**src/rtl/serial_addsub_unit.sv**
```systemverilog
// serial_addsub_unit: digit-serial two's-complement adder/subtractor with valid/ready handshake.
// Define SERIAL_ADDSUB_SATURATE_EN to saturate the result on signed overflow.
module serial_addsub_unit #(
  parameter int WIDTH = 16,
  parameter int DIGIT = 4
) (
  input  logic             clk,
  input  logic             rst_n,
  input  logic             in_valid,
  output logic             in_ready,
  input  logic [WIDTH-1:0] a,
  input  logic [WIDTH-1:0] b,
  input  logic             subtract,
  output logic             out_valid,
  input  logic             out_ready,
  output logic [WIDTH-1:0] result,
  output logic             cout,
  output logic             overflow,
  output logic             zero
);
  localparam int NDIG = WIDTH / DIGIT;
  localparam int CW = NDIG > 1 ? $clog2(NDIG) : 1;
  localparam logic [1:0] IDLE = 2'd0;
  localparam logic [1:0] CALC = 2'd1;
  localparam logic [1:0] DONE = 2'd2;
  logic [1:0] state;
  logic [WIDTH-1:0] a_q, b_q, res_next, res_final;
  logic [CW-1:0] cnt;
  logic carry, last, c_msb, ovf_next;
  logic [DIGIT:0] sum;
  logic [DIGIT-1:0] a_d, b_d;
  assign in_ready = state == IDLE;
  assign out_valid = state == DONE;
  always_comb begin
    a_d = a_q[cnt*DIGIT +: DIGIT];
    b_d = b_q[cnt*DIGIT +: DIGIT];
    sum = {1'b0, a_d} + {1'b0, b_d} + {{DIGIT{1'b0}}, carry};
    res_next = result;
    res_next[cnt*DIGIT +: DIGIT] = sum[DIGIT-1:0];
    last = cnt == CW'(NDIG - 1);
    // carry into the MSB recovered from the MSB sum bit and its operand bits
    c_msb = a_d[DIGIT-1] ^ b_d[DIGIT-1] ^ sum[DIGIT-1];
    ovf_next = c_msb ^ sum[DIGIT];
`ifdef SERIAL_ADDSUB_SATURATE_EN
    res_final = !ovf_next ? res_next :
                a_q[WIDTH-1] ? {1'b1, {(WIDTH-1){1'b0}}} : {1'b0, {(WIDTH-1){1'b1}}};
`else
    res_final = res_next;
`endif
  end
  always_ff @(posedge clk or negedge rst_n)
    if (!rst_n) begin
      state <= IDLE;
      a_q <= '0;
      b_q <= '0;
      carry <= 1'b0;
      cnt <= '0;
      result <= '0;
      cout <= 1'b0;
      overflow <= 1'b0;
      zero <= 1'b0;
    end else begin
      case (state)
        IDLE: if (in_valid) begin
          a_q <= a;
          b_q <= subtract ? ~b : b;
          carry <= subtract;
          cnt <= '0;
          state <= CALC;
        end
        CALC: begin
          carry <= sum[DIGIT];
          cnt <= cnt + 1'b1;
          result <= last ? res_final : res_next;
          if (last) begin
            cout <= sum[DIGIT];
            overflow <= ovf_next;
            zero <= res_final == '0;
            state <= DONE;
          end
        end
        DONE: if (out_ready) state <= IDLE;
        default: state <= IDLE;
      endcase
    end
endmodule
```
**config.mk**
```make
export PLATFORM = sky130hd
export DESIGN_NAME = serial_addsub_unit
export DESIGN_NICKNAME = d
export VERILOG_FILES = /design/src/rtl/serial_addsub_unit.sv
export SDC_FILE = /design/constraint.sdc
export NUM_CORES = 1
export LEC_CHECK = 0
export ABC_AREA = 1
export BUFFER_PORTS_ARGS = -buffer_cell sky130_fd_sc_hd__buf_2
export CAP_MARGIN = 10
export CORE_MARGIN = 2
export CORE_UTILIZATION = 55
export DETAILED_ROUTE_END_ITERATION = 8
export PLACE_DENSITY_LB_ADDON = 0.15
export SLEW_MARGIN = 40
export SYNTH_ARGS = -nofsm -noshare
export SYNTH_HDL_FRONTEND = slang
export SYNTH_SLANG_ARGS = --single-unit
```
**constraint.sdc**
```tcl
create_clock -name clk -period 3.4 [get_ports clk]
set_input_delay 0.51 -clock clk [delete_from_list [all_inputs] [get_ports clk]]
set_output_delay 0.51 -clock clk [all_outputs]
set_load 0.01 [all_outputs]
```
==> out/results.tsv, run 1 <==
stage	metric	value	unit
run_status	status	finished clean	
sta	Fin Setup TNS	0	ps
routing	initial DRC count	137	
finish	nets	488	
sta	Fin Clk Skew	5.54	ps
floorplanning	Starting Density	56.4	%
worst_setup_path	Setup crit end kind	flip-flop	
routing	WL per Instance	12.3	um
worst_setup_path	crit path max fanout	13	
power_and_ir_drop	Cell Pwr Density	1040	nW/um2
cts	Clock Path Buffers	2	
sta	Max-slew headroom	60.0	%
yosys	cell area after synthesis	3070	um2
worst_setup_path	R2R depth	16	
worst_setup_path	Critical R2R Capture	zero	
flow_run	Max-cap violations	0	
finish	Ant. Diodes	0	
floorplanning	total core area	5440	um2
yosys	top-area cell type share of the netlist area	45.7	%
placed_design	Post-DP Area	3380	um2
cts	Clock transition at path regs	100	ps
worst_setup_path	Setup CP Type	reg -> reg	
worst_setup_path	reg2reg start	cnt[1]	
placed_design	Port Buffers	57	
routing	vias per inst	5.09	
grt	vias in the first global route	2424	
grt	global route total overflow	0	
power_and_ir_drop	Pwr Total	3.60	mW
finish	commonest non-fill, non-tap cell in the layout	nand2_1	
cts	cts repair resizes	0	
floorplanning	Die ar.	6190	um2
worst_setup_path	CP arrival	3050	ps
sta	Slew @ Worst Pin	600	ps
worst_setup_path	CP max-delay cell	fa_1	
placed_design	post-place setup slack	591	ps
sta	fin crit share	82.4	%
yosys	Post-Syn Instances	389	
worst_setup_path	max incr delay on CP	520	ps
finish	Synth-to-Final Area Change	13.1	%
floorplanning	num rows	27	
grt	GR Util All Layers	22.2	%
placed_design	RePlAce Congestion	0.933	
sta	WHS	198	ps
yosys	count of cell types in the netlist	30	
power_and_ir_drop	IR Drop Worst-Case VDD	0.478	mV
worst_setup_path	cell mode on critical path	nand2_1	
placed_design	hpwl dp	4730	um
cts	cts hold-fix bufs	0	
grt	largest net degree at the start of global routing	32	
yosys	syn_area_per_cell	7.89	um2
cts	CTS tree	yes	
worst_setup_path	reg2reg setup slack	600	ps
sta	Setup Viol. Count Final	0	
finish	Final Cell Area	3470	um2
cts	Post-CTS Setup Bufs	0	
worst_setup_path	startpoint types	flip-flop	
yosys	Yosys top cell by area	dfrtp_1	
grt	first-pass GRT wire length	10900	um
power_and_ir_drop	P_leak	1.78	nW
cts	clk sinks	56	
sta	FMAX	0.357	GHz
yosys	Syn. warnings	0	
yosys	synth top area cells	dfrtp_1 46%, nand2_1 16%, o21ai_0 6.4%, nor2_1 5.1%, xnor2_1 4.9%	
hold_path	HP Class	in -> async	
cts	Worst-Skew Late Latency	300	ps
sta	Final Max Slew Viols	0	
routing	first-pass detailed-route iteration total	5	
sta	RSZ-0062 raised after global routing	false	
cts	CTS H-tree lvls	2	
worst_setup_path	Worst EP required	3650	ps
yosys	sequential element share of the synthesized area	45.7	%
sta	final worst slack	599	ps
yosys	#FFs+latches synth	56	
sta	hold violation total from the final report	0	
worst_setup_path	cells along the critical path	inv_1 -> o21ai_0 -> o22ai_1 -> fa_1 -> inv_1 -> fa_1 -> nor2_2 -> nand3_1 -> nand2_1 -> nor2_1 -> nand2_1 -> nor2_1 -> nand2_1 -> nor2_2 -> nand3_1 -> nand2_1	
routing	Post-Route WL	6320	um
yosys	Syn Nets	437	
cts	CTS Buf Count	5	
floorplanning	Die Ht	78.7	um
routing	DRC viols	0	
finish	layout cell share with drive strength beyond 1	18.8	%
sta	Tmin final	2800	ps
finish	fillcell total	511	
floorplanning	IO Pins	58	
routing	vias	2611	
cts	clock root buffer master	clkbuf_8	
finish	commonest cells after routing, fill and taps aside	128 x nand2_1, 57 x buf_2, 56 x dfrtp_1	
routing	Antenna Nets Post-Route	0	
grt	initial antenna violation count	0	
floorplanning	die width	78.7	um
==> critical path: cells and delay by family, from the launching register on <==
kind                       cells  cell delay [ps]
AOI/OAI and AO/OA              2              360
adders and majority gates      2              780
DFF                            1              490
and+or+nand+nor               10              720
buffers and inverters          2              400
==> layout make-up <==
cell class | instances | area [um2] | share of cell area (%)
multi-input cells | 287 | 1470 | 42.2
clock buffers | 7 | 86.3 | 2.49
repair buffers | 60 | 308 | 8.87
clock inverters | 1 | 7.51 | 0.216
well taps | 72 | 90.1 | 2.60
flip-flops and latches | 56 | 1400 | 40.4
inverters | 30 | 113 | 3.24
==> metal layers <==
metal / routed length [um] / GRT usage, % / vias up
met5: 0 / 0 / -
met4: 53 / 4.39 / 0
met3: 355 / 4.14 / 5
met2: 3000 / 37.1 / 71
met1: 2910 / 30.4 / 1194
li1: - / - / 1341
==> how the worst max path moves through the flow <==
stage / from / endpoint / slack, ps / depth (start not counted)
finish: cnt[1] / zero / 600 / 16
global placement: cnt[1] / zero / 720 / 16
detailed placement: cnt[1] / zero / 590 / 16
CTS: cnt[1] / zero / 560 / 16
floorplan: cnt[0] / zero / 710 / 18
global route: cnt[1] / zero / 270 / 17
==> through the flow <==
stage / util (%) / cells
3_3_place_gp: 62.1 / 505
2_1_floorplan: - / 389
3_5_place_dp: 62.1 / 505
4_1_cts: 63.8 / 513
5_1_grt: 63.8 / 513
6_report: 63.8 / 513
==> sequential cells by signal, indices dropped and copies added, names as in the netlist <==
register and count:
cout 1, overflow 1, b_q 16, result 16, state 2, carry 1, cnt 2, zero 1
a_q 16
==> cells by family after synthesis <==
family                   synth area share [%]
AND/OR/NAND/NOR                          25.7
AO/OA/AOI/OAI                            11.9
flip-flops                               45.7
buffers and inverters                    6.57
XOR/XNOR                                 4.85
adder cells (fa/ha/maj)                  4.98
multiplexers                            0.367
==> cell usage after synthesis (all sizes together) <==
library cell    n
o31ai           1
clkbuf          6
nand4           1
o22ai           6
nand3          14
a32oi           2
dfrtp          56
mux2            1
ha              9
a31oi           9
buf            10
nand2         131
xnor2          17
nor2           47
inv            30
o211ai          1
a21oi           3
o21ai          43
fa              2
==> power by group <==
group | switching (mW) | internal, mW
Clock | 0.207 | 0.166
Sequential | 0.199 | 0.965
Combinational | 1.32 | 0.747
Note: power is estimated with default switching activity, not from simulation.
==> inputs of run 2 (changes only) <==
==> constraint.sdc (replaced) <==
create_clock -name clk -period 2.8 [get_ports clk]
set_input_delay 0.42 -clock clk [delete_from_list [all_inputs] [get_ports clk]]
set_output_delay 0.42 -clock clk [all_outputs]
set_load 0.01 [all_outputs]
==> run 2 against run 1 <==
- critical path depth increased by 1
- fmax increased by 4.2%
- sequential cell count unchanged
- via count increased by 2.9%
- worst setup slack got worse by 490 ps
- non-clock buffer count increased by 12
- final area increased by 5.2%
- sequential power increased by 22%
- worst hold slack improved by 21 ps
- largest cell class unchanged
- global-route usage increased by 0.81 points
==> out/results.tsv, run 2 (same netlist as run 1, synthesis figures left out) <==
stage	metric	value	unit	change
sta	Max-slew headroom	53.7	%	-6.3 points
routing	DRC viols	0		unchanged
power_and_ir_drop	IR Drop Worst-Case VDD	0.689	mV	+44%
worst_setup_path	Setup CP Type	reg -> reg		
placed_design	hpwl dp	4690	um	-0.98%
worst_setup_path	Buf/Inv on CP	3		+1
cts	CTS tree	yes		
finish	layout cell share with drive strength beyond 1	24.5	%	+5.7 points
sta	Slew @ Worst Pin	695	ps	+94.5 ps
sta	RSZ-0062 raised after global routing	true		
floorplanning	total core area	5440	um2	unchanged
sta	fin crit share	96.0	%	+14 points
placed_design	Port Buffers	57		unchanged
finish	commonest non-fill, non-tap cell in the layout	nand2_1		
routing	Post-Route WL	6630	um	+5.0%
floorplanning	Die ar.	6190	um2	unchanged
floorplanning	Starting Density	56.4	%	unchanged
sta	Final Max Slew Viols	0		unchanged
placed_design	Post-DP Area	3410	um2	+1.0%
finish	fillcell total	461		-9.8%
cts	CTS H-tree lvls	2		unchanged
worst_setup_path	cell mode on critical path	nand2_1		
run_status	status	finished clean		
flow_run	Max-cap violations	0		unchanged
worst_setup_path	Setup crit end kind	flip-flop		
cts	clk sinks	56		unchanged
sta	Setup Viol. Count Final	0		unchanged
worst_setup_path	max incr delay on CP	460	ps	-60 ps
floorplanning	num rows	27		unchanged
cts	clock root buffer master	clkbuf_8		
sta	WHS	219	ps	+21.3 ps
grt	global route total overflow	0		unchanged
grt	vias in the first global route	2441		+0.70%
routing	initial DRC count	191		+39%
hold_path	HP Class	in -> async		
power_and_ir_drop	Cell Pwr Density	1310	nW/um2	+26%
grt	GR Util All Layers	23.0	%	+0.81 points
grt	first-pass GRT wire length	11200	um	+2.4%
floorplanning	IO Pins	58		unchanged
worst_setup_path	startpoint types	flip-flop		
power_and_ir_drop	P_leak	1.84	nW	+3.3%
sta	Tmin final	2690	ps	-113 ps
routing	Antenna Nets Post-Route	0		unchanged
finish	Regs by FF count	a_q x16, b_q x16, result x16		
worst_setup_path	Worst EP required	3010	ps	-640 ps
finish	nets	500		+2.5%
finish	commonest cells after routing, fill and taps aside	127 x nand2_1, 57 x buf_2, 55 x dfrtp_1		
finish	Final Cell Area	3650	um2	+5.2%
worst_setup_path	CP arrival	2900	ps	-150 ps
placed_design	RePlAce Congestion	0.898		-3.8%
grt	largest net degree at the start of global routing	57		+78%
grt	initial antenna violation count	0		unchanged
sta	hold violation total from the final report	0		unchanged
sta	FMAX	0.372	GHz	+4.2%
routing	first-pass detailed-route iteration total	4		-1
cts	Clock transition at path regs	100	ps	about the same
worst_setup_path	CP max-delay cell	fa_2		
cts	cts hold-fix bufs	0		unchanged
routing	vias per inst	5.12		+0.52%
cts	Clock Path Buffers	2		unchanged
cts	CTS Buf Count	5		unchanged
routing	WL per Instance	12.6	um	+2.6%
worst_setup_path	crit path max fanout	8		-5
floorplanning	Die Ht	78.7	um	unchanged
sta	Fin Clk Skew	5.03	ps	-0.508 ps
finish	Synth-to-Final Area Change	19.0	%	
routing	vias	2686		+2.9%
cts	Worst-Skew Late Latency	310	ps	about the same
worst_setup_path	Worst path top cell family by delay	adder cells		
worst_setup_path	cells along the critical path	clkinvlp_4 -> buf_6 -> nor2_4 -> o22ai_2 -> fa_2 -> inv_2 -> fa_2 -> nor2_4 -> nand2_2 -> nand2_1 -> nor2_1 -> nand2_1 -> nor2_1 -> nand2_1 -> nor2_2 -> nand3_1 -> nand2_1		
floorplanning	die width	78.7	um	unchanged
finish	Ant. Diodes	0		unchanged
run 2: stage by stage:
| step | setup slack [ps] | util [%] | power [mW] | setup TNS [ps] | std cells |
|---|---|---|---|---|---|
| final | 112 | 67.1 | 4.77 | 0 | 525 |
| after global routing | -69.7 | 67.1 | 5.25 | -69.7 | 525 |
| after CTS | 77.8 | 64.5 | 4.46 | 0 | 516 |
| after detailed placement | 102 | 62.7 | 3.99 | 0 | 508 |
| after global placement | 208 | 62.7 | 3.94 | 0 | 508 |
| after floorplan | 107 | - | 3.34 | 0 | 389 |
run 2: per-layer routing:
layer	vias up	global-route usage [%]	wire, um
met4	0	7.19	70
met3	6	4.37	326
met2	83	36.3	3080
met5	-	0	0
met1	1230	32.2	3160
li1	1367	-	-
run 2: power by group:
group	switching, mW	leakage [nW]	internal [mW]	total, mW
clock network	0.262	0.0445	0.202	0.464
registers	0.247	0.698	1.17	1.42
logic	1.75	1.10	1.13	2.88
run 2: worst paths after layout:
| path | from | to | slack [ps] | cells past startpoint |
|---|---|---|---|---|
| worst max-delay path | cnt[0] | zero | 110 | 17 |
| max in group asynchronous | rst_n | cnt[0] | 2090 | 2 |
| worst max register to register | cnt[0] | zero | 110 | 17 |
| worst min register to register | a_q[11] | a_q[11] | 490 | 2 |
| worst min-delay path | rst_n | b_q[9] | 220 | 2 |
| min in group clk | out_ready | state[1] | 280 | 2 |
run 2: area by class of cell:
cell class | count | area (um2) | area share [%]
multi-input combinational | 287 | 1530 | 41.8
sequential | 56 | 1400 | 38.4
timing repair buffer | 72 | 418 | 11.4
inverter | 30 | 120 | 3.29
tap | 72 | 90.1 | 2.47
clock buffer | 7 | 86.3 | 2.36
clock inverter | 1 | 7.51 | 0.206
run 2: repair_timing:
action,in CTS,in global routing
buffers inserted,0,9
setup endpoints to repair,0,3
gates resized for setup,0,25
run 2: worst register-to-register path, cell delays in order (launching register included):
cell        delay, ps
dfrtp_2           430
clkinvlp_4        190
buf_6             170
nor2_4             70
o22ai_2            90
fa_2              410
inv_2              70
fa_2              460
nor2_4            170
nand2_2            80
nand2_1            70
nor2_1             60
nand2_1            70
nor2_1             40
nand2_1            60
nor2_2             30
nand3_1            80
nand2_1            50
==> inputs of run 3 (changes only) <==
--- a/config.mk
+++ b/config.mk
@@ -5,9 +5,9 @@
 export SDC_FILE = /design/constraint.sdc
 export NUM_CORES = 1
 export LEC_CHECK = 0
-export ABC_AREA = 1
 export BUFFER_PORTS_ARGS = -buffer_cell sky130_fd_sc_hd__buf_2
 export CAP_MARGIN = 10
+export CORE_ASPECT_RATIO = 0.6
 export CORE_MARGIN = 2
 export CORE_UTILIZATION = 55
 export DETAILED_ROUTE_END_ITERATION = 8
==> run 3 against run 2 <==
- total power is 2.7% lower
- final cell count is 28% lower
- wire length is 6.7% lower
- fmax is 2.9% higher
- non-clock buffer count is 10 lower
- sequential power hardly changed
- via count is 21% lower
- critical path depth is 9 lower
- first-iteration DRC count is 7.9% lower
- clock skew is 5.0 ps higher
- combinational power is 6.9% lower
- critical path type unchanged
- largest power group unchanged
==> out/results.tsv, run 3 <==
stage	metric	value	unit	change
run_status	status	finished clean		
cts	Worst-Skew Late Latency	310	ps	about the same
worst_setup_path	CP arrival	2830	ps	-70 ps
grt	largest net degree at the start of global routing	53		-7.0%
yosys	Post-Syn Instances	257		-34%
worst_setup_path	reg2reg setup slack	190	ps	+80 ps
floorplanning	die width	97.4	um	+24%
routing	Antenna Nets Post-Route	0		unchanged
cts	CTS tree	yes		
worst_setup_path	startpoint types	flip-flop		
hold_path	HP Class	in -> async		
finish	Ant. Diodes	0		unchanged
worst_setup_path	crit path max fanout	4		-4
power_and_ir_drop	Clk pwr share	11.4	%	+1.7 points
floorplanning	Die ar.	5850	um2	-5.6%
routing	vias	2117		-21%
floorplanning	Die Ht	60.0	um	-24%
placed_design	DP Cell Count	371		-27%
sta	Max-slew headroom	58.6	%	+4.9 points
yosys	sequential element share of the synthesized area	48.7	%	+3.0 points
yosys	Syn. warnings	0		unchanged
yosys	Synth Flop Type	dfrtp_1		
grt	first-pass GRT wire length	10100	um	-9.7%
finish	commonest non-fill, non-tap cell in the layout	buf_2		
floorplanning	num rows	20		-26%
sta	Final Max Slew Viols	0		unchanged
sta	Tmin final	2610	ps	-76.7 ps
routing	Post-Route WL	6180	um	-6.7%
yosys	most frequent cells after synthesis	56 x dfrtp_1, 25 x nor2_1, 19 x xnor2_1, 18 x nand2_1, 17 x a21oi_1		
cts	CTS H-tree lvls	2		unchanged
finish	Synth-to-Final Area Change	16.2	%	
finish	nets	360		-28%
worst_setup_path	Worst EP required	3020	ps	about the same
worst_setup_path	R2R depth	8		-9
finish	multi-input logic area	1380	um2	-9.7%
sta	Fin Setup TNS	0	ps	unchanged
cts	cts hold-fix bufs	0		unchanged
yosys	#FFs+latches synth	56		unchanged
yosys	number of enable flip-flop cells after synthesis	0		unchanged
flow_run	Max-cap violations	0		unchanged
finish	Reg area	1400	um2	unchanged
sta	hold violation total from the final report	0		unchanged
routing	DRC viols	0		unchanged
cts	Clock Path Buffers	2		unchanged
yosys	ys async rst share	100	%	unchanged
yosys	top-count cell post-synth	dfrtp_1		
routing	first-pass detailed-route iteration total	4		unchanged
placed_design	RePlAce Congestion	0.893		-0.53%
cts	Clock transition at path regs	100	ps	about the same
placed_design	hpwl dp	4540	um	-3.2%
grt	initial antenna violation count	0		unchanged
grt	vias in the first global route	1990		-18%
power_and_ir_drop	Seq pwr share	30.7	%	+0.9 points
sta	final worst slack	189	ps	+76.7 ps
power_and_ir_drop	Cell Pwr Density	1390	nW/um2	+6.3%
yosys	Syn Nets	305		-30%
power_and_ir_drop	internal power	2.59	mW	+3.3%
worst_setup_path	Critical R2R Capture	zero		
routing	initial DRC count	176		-7.9%
routing	vias per inst	5.59		+9.2%
cts	clk sinks	56		unchanged
grt	global route total overflow	0		unchanged
finish	commonest cells after routing, fill and taps aside	57 x buf_2, 55 x dfrtp_1, 24 x nor2_1		
power_and_ir_drop	Sw Share	44.3	%	-3.2 points
placed_design	Port Buffers	57		unchanged
yosys	top-area cell type share of the netlist area	48.7	%	+3.0 points
placed_design	post-place setup slack	170	ps	+68.1 ps
power_and_ir_drop	IR Drop Worst-Case VDD	0.576	mV	-16%
sta	fin crit share	93.3	%	-2.7 points
worst_setup_path	Setup crit end kind	flip-flop		
cts	CTS Buf Count	5		unchanged
worst_setup_path	Setup CP Type	reg -> reg		
finish	layout cell share with drive strength beyond 1	28.8	%	+4.3 points
floorplanning	total core area	5050	um2	-7.1%
yosys	syn_area_per_cell	11.2	um2	+42%
power_and_ir_drop	P_leak	1.54	nW	-16%
yosys	synth top area cells	dfrtp_1 49%, mux4_2 6.3%, xnor2_1 5.8%, mux2_1 5.1%, ha_1 3.9%		
power_and_ir_drop	Psw	2.05	mW	-9.3%
sta	Slew @ Worst Pin	621	ps	-73.6 ps
floorplanning	IO Pins	58		unchanged
sta	RSZ-0062 raised after global routing	false		
floorplanning	Starting Density	56.9	%	+0.52 points
cts	clock root buffer master	clkbuf_8		
yosys	cell area after synthesis	2880	um2	-6.2%
finish	fillcell total	431		-6.5%
yosys	count of cell types in the netlist	41		+37%
sta	FMAX	0.383	GHz	+2.9%
grt	GR Util All Layers	22.7	%	-0.35 points
finish	Regs by FF count	a_q x16, b_q x16, result x16		
yosys	Yosys top cell by area	dfrtp_1		
sta	Fin Clk Skew	10.0	ps	+4.98 ps
power_and_ir_drop	combinational power share	57.8	%	-2.7 points
sta	Setup Viol. Count Final	0		unchanged
routing	WL per Instance	16.3	um	+29%
finish	Non-Filler Instances	379		-28%
worst_setup_path	reg2reg start	cnt[0]		
==> run 3: changes by cell type after synthesis, sizes merged, moves of 13 or more <==
cell,before,now
o21ai,43,15
a21oi,3,18
mux2,1,16
nand3,14,1
inv,30,9
nand2,131,19
nor2,47,25
==> run 3: worst max-delay path, cell delays in order, from the launching register on <==
cell     delay, ps
dfrtp_2        420
mux4_2         530
fa_1           440
inv_1           90
fa_1           200
nor2_2          70
a41oi_1        270
nand4_1        170
o41ai_2        350
==> run 3: how the worst max path moves through the flow <==
stage / from / end / depth (start not counted)
6_report: cnt[0] / zero / 8
5_1_grt: cnt[0] / zero / 8
2_1_floorplan: cnt[0] / zero / 10
3_3_place_gp: cnt[0] / overflow / 9
3_5_place_dp: cnt[0] / zero / 8
4_1_cts: cnt[0] / zero / 8
==> run 3: per-stage QoR <==
| stage | power [mW] | hold WS (ps) | utilization, % | area, um2 |
|---|---|---|---|---|
| global route | 4.97 | 151 | 66.2 | 3340 |
| floorplan | 3.30 | 124 | - | 2880 |
| detailed placement | 4.02 | 467 | 63.9 | 3230 |
| CTS | 4.58 | 133 | 66.1 | 3340 |
| finish | 4.64 | 116 | 66.2 | 3340 |
| global placement | 3.97 | 459 | 63.8 | 3230 |
==> run 3: cell type report <==
cell class	instances	area share [%]
tap	66	2.47
timing repair buffer	62	10.0
multi-input combinational	178	41.2
clock inverter	3	1.27
inverter	9	1.01
sequential	56	41.9
clock buffer	5	2.06
==> run 3: repair_timing <==
item,CTS,global route
setup endpoints to repair,0,2
buffers inserted,0,0
gates resized for setup,0,2
==> run 3: power groups by stage <==
| stage | Sequential, mW | Combinational [mW] | Clock, mW |
|---|---|---|---|
| after floorplan | 1.39 | 1.92 | 0 |
| after global placement | 1.43 | 2.54 | 0 |
| after detailed placement | 1.43 | 2.59 | 0 |
| after CTS | 1.42 | 2.62 | 0.537 |
| after global routing | 1.48 | 2.92 | 0.571 |
| final | 1.43 | 2.68 | 0.530 |
==> run 3: kinds of logic after synthesis <==
logic type,count (synthesis),share of synthesized area [%]
XOR/XNOR,19,5.78
buffers and inverters,23,3.70
flip-flops,56,48.7
AO/OA/AOI/OAI,57,13.0
AND/OR/NAND/NOR,66,10.7
adder cells (fa/ha/maj),11,5.30
multiplexers,25,12.9
==> run 3: routing by layer <==
metal / wire length (um) / track usage (%) / vias up / part of all wire (%)
li1: - / - / 1006 / -
met1: 3290 / 36.8 / 1029 / 53
met2: 2440 / 31.3 / 77 / 39
met3: 403 / 4.56 / 5 / 6.5
met4: 46 / 4.76 / 0 / 0.74
met5: 0 / 0 / - / 0
